**src/rtl/cpu_dbg_pkg.sv**
```systemverilog
// Shared definitions for the CPU run/step/debug controller.
// Holds the controller state encoding, the debug command opcodes and the
// default number of general-purpose registers walked by a register dump.
package cpu_dbg_pkg;

    // Controller states. Encoded in 3 bits so the value can be exported on a
    // debug port and compared against directly by checkers.
    typedef enum logic [2:0] {
        ST_HALT    = 3'd0,
        ST_RUN     = 3'd1,
        ST_STEP    = 3'd2,
        ST_DUMP_LD = 3'd3,
        ST_DUMP_TX = 3'd4
    } run_state_e;

    // Command opcodes on cmd_op. Code 7 is reserved and behaves as NOP.
    localparam logic [2:0] CMD_NOP   = 3'd0;
    localparam logic [2:0] CMD_RUN   = 3'd1;
    localparam logic [2:0] CMD_STEP  = 3'd2;
    localparam logic [2:0] CMD_HALT  = 3'd3;
    localparam logic [2:0] CMD_DUMP  = 3'd4;
    localparam logic [2:0] CMD_SETBP = 3'd5;
    localparam logic [2:0] CMD_CLRBP = 3'd6;

    localparam int NREG_DEF = 32;

endpackage

```
**src/rtl/cpu_run_ctrl.sv**
```systemverilog
// Run/step/breakpoint controller for the single-cycle MIPS core.
// Gates the core commit enable, halts on a PC breakpoint and, while halted,
// streams the register file out through a valid/ready dump port.
//
// Ports:
//   clk, rst        - clock, asynchronous active-low reset
//   cmd_valid/ready - command handshake; cmd_op selects the command,
//                     cmd_arg carries the breakpoint address for SETBP
//   pc              - current core PC
//   cpu_en          - core commit enable (PC, RF write, MemWrite)
//   reg_sel/reg_data- register file debug read port (data is combinational)
//   dump_valid/ready, dump_idx, dump_data - register dump stream
//   halted, bp_hit  - status; bp_hit is sticky until the next RUN/STEP
//   cycle_cnt       - number of cycles with cpu_en high (wraps)
//   state_dbg       - current controller state (run_state_e encoding)
//
// Handshakes: a transfer happens on a rising clk edge where valid and ready
// are both high. The dump source holds dump_idx/dump_data stable while
// dump_valid is high and dump_ready is low; cmd_ready does not depend on
// cmd_valid.
module cpu_run_ctrl
    import cpu_dbg_pkg::*;
#(
    parameter int NREG = NREG_DEF,
    parameter int CW   = 32,
    localparam int IW  = $clog2(NREG)
) (
    input  logic          clk,
    input  logic          rst,
    input  logic          cmd_valid,
    output logic          cmd_ready,
    input  logic [2:0]    cmd_op,
    input  logic [31:0]   cmd_arg,
    input  logic [31:0]   pc,
    output logic          cpu_en,
    output logic [IW-1:0] reg_sel,
    input  logic [31:0]   reg_data,
    output logic          dump_valid,
    input  logic          dump_ready,
    output logic [IW-1:0] dump_idx,
    output logic [31:0]   dump_data,
    output logic          halted,
    output logic          bp_hit,
    output logic [CW-1:0] cycle_cnt,
    output logic [2:0]    state_dbg
);

    run_state_e    state;
    logic [IW-1:0] idx;
    logic          skip;
    logic          bp_en;
    logic [31:0]   bp_addr;
    logic          cmd_acc;
    logic          match;

    assign cmd_ready  = (state == ST_HALT) || (state == ST_RUN);
    assign cmd_acc    = cmd_valid && cmd_ready;

    // skip masks the match for the first RUN cycle so resuming from a
    // breakpoint executes the parked instruction instead of re-triggering.
    assign match      = bp_en && (pc == bp_addr) && !skip;

    assign cpu_en     = ((state == ST_RUN) && !match) || (state == ST_STEP);
    assign halted     = (state == ST_HALT);
    assign dump_valid = (state == ST_DUMP_TX);
    assign reg_sel    = (state == ST_DUMP_LD) ? idx : '0;
    assign state_dbg  = state;

    always_ff @(posedge clk or negedge rst) begin
        if (!rst) begin
            state     <= ST_HALT;
            idx       <= '0;
            skip      <= 1'b0;
            bp_en     <= 1'b0;
            bp_addr   <= '0;
            bp_hit    <= 1'b0;
            cycle_cnt <= '0;
            dump_idx  <= '0;
            dump_data <= '0;
        end else begin
            if (cpu_en) begin
                cycle_cnt <= cycle_cnt + CW'(1);
            end

            // Breakpoint registers are writable in both HALT and RUN.
            if (cmd_acc && cmd_op == CMD_SETBP) begin
                bp_addr <= cmd_arg;
                bp_en   <= 1'b1;
            end else if (cmd_acc && cmd_op == CMD_CLRBP) begin
                bp_en   <= 1'b0;
            end

            case (state)
                ST_HALT: begin
                    if (cmd_acc) begin
                        case (cmd_op)
                            CMD_RUN: begin
                                state  <= ST_RUN;
                                skip   <= 1'b1;
                                bp_hit <= 1'b0;
                            end
                            CMD_STEP: begin
                                state  <= ST_STEP;
                                bp_hit <= 1'b0;
                            end
                            CMD_DUMP: begin
                                idx    <= '0;
                                state  <= ST_DUMP_LD;
                            end
                            default: ;
                        endcase
                    end
                end
                ST_RUN: begin
                    skip <= 1'b0;
                    if (match) begin
                        state  <= ST_HALT;
                        bp_hit <= 1'b1;
                    end else if (cmd_acc && cmd_op == CMD_HALT) begin
                        state  <= ST_HALT;
                    end
                end
                ST_STEP: begin
                    state <= ST_HALT;
                end
                ST_DUMP_LD: begin
                    dump_data <= reg_data;
                    dump_idx  <= idx;
                    state     <= ST_DUMP_TX;
                end
                ST_DUMP_TX: begin
                    if (dump_ready) begin
                        if (idx == IW'(NREG - 1)) begin
                            state <= ST_HALT;
                        end else begin
                            idx   <= idx + IW'(1);
                            state <= ST_DUMP_LD;
                        end
                    end
                end
                default: state <= ST_HALT;
            endcase
        end
    end

endmodule

```
**config.mk**
```make
export PLATFORM = sky130hd
export DESIGN_NAME = cpu_run_ctrl
export DESIGN_NICKNAME = d
export VERILOG_FILES = /design/src/rtl/cpu_dbg_pkg.sv /design/src/rtl/cpu_run_ctrl.sv
export SDC_FILE = /design/constraint.sdc
export NUM_CORES = 1
export LEC_CHECK = 0
export ABC_AREA = 1
export CAP_MARGIN = 10
export CORE_MARGIN = 2
export CORE_UTILIZATION = 50
export CTS_CLUSTER_DIAMETER = 150
export DETAILED_ROUTE_END_ITERATION = 7
export DONT_BUFFER_PORTS = 1
export SETUP_SLACK_MARGIN = 0.3
export SLEW_MARGIN = 20
export SYNTH_ARGS = -nofsm -noshare
export SYNTH_HDL_FRONTEND = slang
export SYNTH_SLANG_ARGS = --single-unit
```
**constraint.sdc**
```tcl
create_clock -name clk -period 3.3 [get_ports clk]
set_input_delay 0.99 -clock clk [delete_from_list [all_inputs] [get_ports clk]]
set_output_delay 0.99 -clock clk [all_outputs]
set_load 0.01 [all_outputs]
```
## Word-level counts from Yosys, hierarchy flattened

Cells that the tools add are included.

| cells by class | value |
|---|---|
| add/sub/neg operators | 2 |
| equality and inequality tests | 21 |
| muxes and demuxes | 22 |
| reduce and logical (&&, ||, !) cells | 20 |

Operators with widths:

| kind | number |
|---|---|
| $add 32x1->32 const B | 1 |
| $eq 32x32->1 | 1 |
| $mux 5 | 5 |
| $eq 3x2->1 const B | 4 |
| $eq 3x3->1 const B | 4 |
| $mux 3 | 4 |
| $pmux 3 s4 | 1 |
| $pmux 5 s2 | 1 |
| $pmux 3 s3 | 1 |
| $ne 2x1->1 const B | 4 |
| $reduce_and 4->1 | 2 |
| $logic_and 1x1->1 | 7 |
| $mux 1 | 7 |
| $eq 3x1->1 const B | 2 |
| $ne 2x2->1 const B | 3 |
| $reduce_bool 2->1 | 3 |
| $add 5x1->5 const B | 1 |
| $eq 5x5->1 const B | 1 |
| $reduce_and 5->1 | 1 |
| $ne 4x1->1 const B | 1 |
| $pmux 1 s2 | 2 |
| $logic_not 3->1 | 1 |
| $ne 3x2->1 const B | 1 |
| $reduce_and 3->1 | 1 |
| other kinds (4) | 6 |

| storage, ports and cells | value |
|---|---|
| bits in registers | 112 |
| input bits | 103 |
| output and inout bits | 82 |

## Depth between registers and ports, before layout

| depth | value |
|---|---|
| depth in word-level cells | 7 |
| gate-level depth with buffers | 14 |
| gate-level depth less buffers | 13 |

## Worst setup path before layout

OpenSTA, ideal clock, no wires.

| timing path | value |
|---|---|
| path type | input-to-output |
| start point | input pc[5] |
| end point | output cpu_en |
| stages | 10 |
| arrival | 1834 ps |
| slack | 476 ps |
| buffers on the path | 1 |
| data required time | 2310 ps |
| cells stage by stage | inv_1 > nand2_1 > o21ai_0 > nor2_1 > nand3_1 > nor2_1 > nand3_2 > nand2_4 > nand2_4 > buf_6 |

| on the way | value |
|---|---|
| cells in the longest elaborated chain, start to end | 6 |

RTL lines:

| element | RTL line | RTL |
|---|---|---|
| start: declaration | cpu_run_ctrl.sv:34 | `input logic [31:0] pc,` |
| $eq 32x32->1 | cpu_run_ctrl.sv:61 | `assign match = bp_en && (pc == bp_addr) && !skip;` |
| $logic_and 1x1->1 (2 in a row) | cpu_run_ctrl.sv:61 |  |
| $logic_not 1->1 | cpu_run_ctrl.sv:63 | `assign cpu_en = ((state == ST_RUN) && !match) \|\| (state == ST_STEP);` |
| $logic_and 1x1->1 | cpu_run_ctrl.sv:63 |  |
| $logic_or 1x1->1 | cpu_run_ctrl.sv:63 |  |
| end: declaration | cpu_run_ctrl.sv:35 | `output logic cpu_en,` |

No other way between the ends.

## Final worst setup path

| timing path | value |
|---|---|
| start point | input pc[30] |
| end point | output cpu_en |

The elaborated chain is that of the path after synthesis.

==> reports/results.txt <==
The flow ran to the end, but the final reports show violations. The checks that failed: design-rule violations. The run gives 0 as the quantity of hold-fixing buffers added after cts. Area of the multi-input gates: 0.002710 mm2. For this run, design rule violations remaining after detail routing come to 7. The wire length per cell after detailed routing came out at 15.66 um. The tools report the starting density of the core as 0.5172. The number of endpoints failing setup at the final stage was 0. Along the worst path, the maximum fanout reaches 2. Summed over all nets, the half-perimeter wirelength after detailed placement is 9644 um.

The run gives 1.04 ns as the setup slack of the worst register-to-register path. Setup repair after global routing left no endpoint under its margin. Gate count of the mapped netlist: 694. Leaving out fill and tap cells, the most frequent cells in the layout are sky130_fd_sc_hd__nand2_1, sky130_fd_sc_hd__dfrtp_1, sky130_fd_sc_hd__inv_1. Once detail routing completed, the nets flagged for antenna violations numbered 0. The logs give 4402 for the number of global-route vias before repair and 0.4706 for the sequential element share of the synthesized area. The run gives 0.01280 mm2 as the area enclosed by the die boundary. Tracing the worst setup path back leads to its startpoint at pc[30].

The routed design could run at a clock period as short as 2.824 ns. The number of DRC markers after the initial detailed-route iteration was 215. The root buffer selected by CTS was sky130_fd_sc_hd__clkbuf_16. Global routing finished with a remaining overflow of 0. The register bit count reported by yosys works out to 112. The required time at the worst-slack endpoint was 2.31 ns; the count of synthesis-stage warnings from yosys was 0.

The tools report the worst reg2reg path endpoint as bp_addr[11]. Gates resized during post-CTS repair numbered 0. The post-route fraction of the period consumed by the critical path came out at 0.8557.

The number of endpoints with negative hold slack in the final report was 0; the largest vdd supply drop was 0.4468 mV. The category of the critical setup timing path was in -> out. In this run the vertical extent of the chip is 113.1 um. Summed over all failing endpoints, the final setup total negative slack is 0 ns.

The tools report the global-route usage over all layers as 0.2096. The tools report the buffer count from post-CTS setup fixing as 0. Yosys mapped the design onto 34 distinct sky130hd cell types. The die is 113.1 um wide. The layout has 1090 filler cells. In this run the critical register-to-register path is launched from state_dbg[1]. TritonCTS built the clock tree.

The highest attainable clock frequency came out at 354.1 MHz. The via total after detailed routing is 4449, and the number of clock sinks seen by CTS is 112. The clock network latency to the later pin of the worst-skew pair is 0.35 ns, and the final cell count without fillers is 837. Port buffering added 0 buffers.

For the endpoint arrival time on the critical path, the log shows 1.83 ns. Across the routed clock network, the largest skew measured is 0.005212 ns. The cell row count came out at 39. The tools report the core box area as 0.01152 mm2. The worst-case headroom to the max-slew limit was 0.5421; the total area of sequential cells was 0.002803 mm2.

The mean cell area of the mapped netlist works out to 8.582 um2. In this run the count of I/O pins placed on the die edge is 185. Entering global routing, the biggest net connects 113 pins. The logs give 13110 um for the total wirelength of the detailed-routed design and 0 for the number of antenna diodes. The number of buffers between clock root and the deepest sink is 2, and the first-pass detailed-route iteration total is 6. In this run the power density over the cells is 684.3 mW/mm2.

By area the synthesized netlist is led by sky130_fd_sc_hd__dfrtp_1, sky130_fd_sc_hd__nand2_1, sky130_fd_sc_hd__mux2_2, sky130_fd_sc_hd__nand3_1, sky130_fd_sc_hd__inv_1. After the last flow step, the layout net total stands at 795. The cell count of the worst reg-to-reg path is 7. The measured slew at the worst slew-check pin works out to 0.6855 ns. The run gives 800 as the synthesized net count.

The run gives 3 as the number of levels the H-tree was split into. The number of antenna violations at the first check in global routing is 0, and the count of final max-slew check failures is 0. The congestion estimate from routability-driven global placement came to 0.9039. The number of buffers added by the clock tree synthesis step is 9, and the clock transition time at the flip-flop clock pins of the worst setup and hold paths is 0.07 ns. The biggest area contributor in the post-synthesis netlist is sky130_fd_sc_hd__dfrtp_1. Using the TritonRoute via totals, the vias-per-cell ratio works out to 5.315. In this run, placement finished with an instance count of 821.

STA classifies the critical path endpoint as an output pin. The logs give 3.152 nW for the static power due to leakage and 21470 um for the global-route wire length before repair. The share of Yosys cell area claimed by the top area cell type works out to 0.4706. The library cell used most frequently in the layout, excluding fill and tap cells, is sky130_fd_sc_hd__nand2_1. The layout-stage area growth over the synthesis result is 6.429%, and the fraction of final layout cells with drive strength greater than 1 is 0.1340. Class of the worst hold path: in -> async. STA classifies the critical path startpoint as an input pin. The tools report the mapped cell area as 0.005956 mm2. Across the run, the number of max-cap violations was 0.
==> worst max-delay path, stage by stage <==
cell                       delay, ns
sky130_fd_sc_hd__nor2_1         0.08
sky130_fd_sc_hd__nor2_1         0.06
sky130_fd_sc_hd__nor2_1         0.09
sky130_fd_sc_hd__nand3b_1       0.08
sky130_fd_sc_hd__nor2_1         0.21
sky130_fd_sc_hd__nand3_2        0.15
sky130_fd_sc_hd__nand2_4        0.09
sky130_fd_sc_hd__nand2_4        0.07
==> area by class of cell <==
cell class                      count  area share
Clock buffer                       10     0.03770
Tap cell                          143     0.02823
Inverter                           81     0.04797
Clock inverter                      6     0.01046
Multi-Input combinational cell    480      0.4276
Timing Repair Buffer                5    0.005922
Sequential cell                   112      0.4422
==> through the flow <==
stage	power [mW]	hold WS [ns]	area (um2)	worst slack (ns)	utilization
detailed placement	3.245	0.5150	6033	0.4681	0.5239
floorplan	3.023	0.4865	5956	0.4757	-
CTS	4.381	0.3140	6339	0.4678	0.5504
global placement	3.203	0.5084	6033	0.4838	0.5239
finish	4.337	0.3251	6339	0.4763	0.5504
global route	4.621	0.3125	6339	0.3539	0.5504
==> power by group <==
group          internal (mW)  switching (mW)  total [mW]
clock network          0.614           0.509        1.12
registers               1.75           0.448        2.20
logic                  0.459           0.556        1.01
total                   2.82            1.51        4.34
==> cells in the mapped netlist <==
cell,count
sky130_fd_sc_hd__inv_1,65
sky130_fd_sc_hd__inv_2,16
sky130_fd_sc_hd__buf_4,4
sky130_fd_sc_hd__ha_1,3
sky130_fd_sc_hd__nor2_1,63
sky130_fd_sc_hd__o21ai_0,16
sky130_fd_sc_hd__xor2_1,20
sky130_fd_sc_hd__nor3_1,20
sky130_fd_sc_hd__buf_2,4
sky130_fd_sc_hd__nand3b_1,2
sky130_fd_sc_hd__buf_6,6
sky130_fd_sc_hd__a21oi_1,21
sky130_fd_sc_hd__nand4_1,6
sky130_fd_sc_hd__a22oi_1,1
sky130_fd_sc_hd__nor3_2,3
sky130_fd_sc_hd__and3_1,1
sky130_fd_sc_hd__nor3_4,1
sky130_fd_sc_hd__nor4_2,1
sky130_fd_sc_hd__nor2_2,3
sky130_fd_sc_hd__clkbuf_1,7
sky130_fd_sc_hd__nand2_4,2
sky130_fd_sc_hd__mux2_2,30
sky130_fd_sc_hd__nand2_1,183
sky130_fd_sc_hd__xnor2_1,19
sky130_fd_sc_hd__mux2_1,4
sky130_fd_sc_hd__or2_1,3
sky130_fd_sc_hd__nand3_2,1
sky130_fd_sc_hd__dfrtp_1,112
sky130_fd_sc_hd__o21ai_1,4
sky130_fd_sc_hd__nor2_8,1
sky130_fd_sc_hd__nand3_1,58
sky130_fd_sc_hd__mux2_4,12
sky130_fd_sc_hd__o21a_1,1
sky130_fd_sc_hd__nand4_4,1
==> kinds of logic after synthesis <==
family,count (synthesis),share of synthesized area
AND/OR/NAND/NOR,349,0.2590
flip-flops,112,0.4706
buffers and inverters,102,0.07521
multiplexers,46,0.09454
AO/OA/AOI/OAI,43,0.03698
XOR/XNOR,39,0.05735
adder cells (fa/ha/maj),3,0.006303
==> state kept, by name (all words and copies together), names as in the netlist <==
| name | flops |
|---|---|
| state_dbg | 3 |
| dump_data | 32 |
| bp_addr | 32 |
| bp_hit | 1 |
| skip | 1 |
| cycle_cnt | 32 |
| dump_idx | 5 |
| idx | 5 |
| bp_en | 1 |
==> routing by layer <==
metal,GRT usage,share of wire,vias up
met3,0.06320,0.089,28
met5,0,0,-
met2,0.3253,0.45,173
met1,0.2701,0.43,2056
met4,0.09837,0.030,0
li1,-,-,2192
==> worst max path at each step <==
stage,endpoint,depth (start not counted)
finish,cpu_en,8
floorplan,cpu_en,10
detailed placement,cpu_en,8
CTS,cpu_en,8
global placement,cpu_en,11
global route,reg_sel[2],3
No activity file was read; power rests on OpenSTA's default activity.
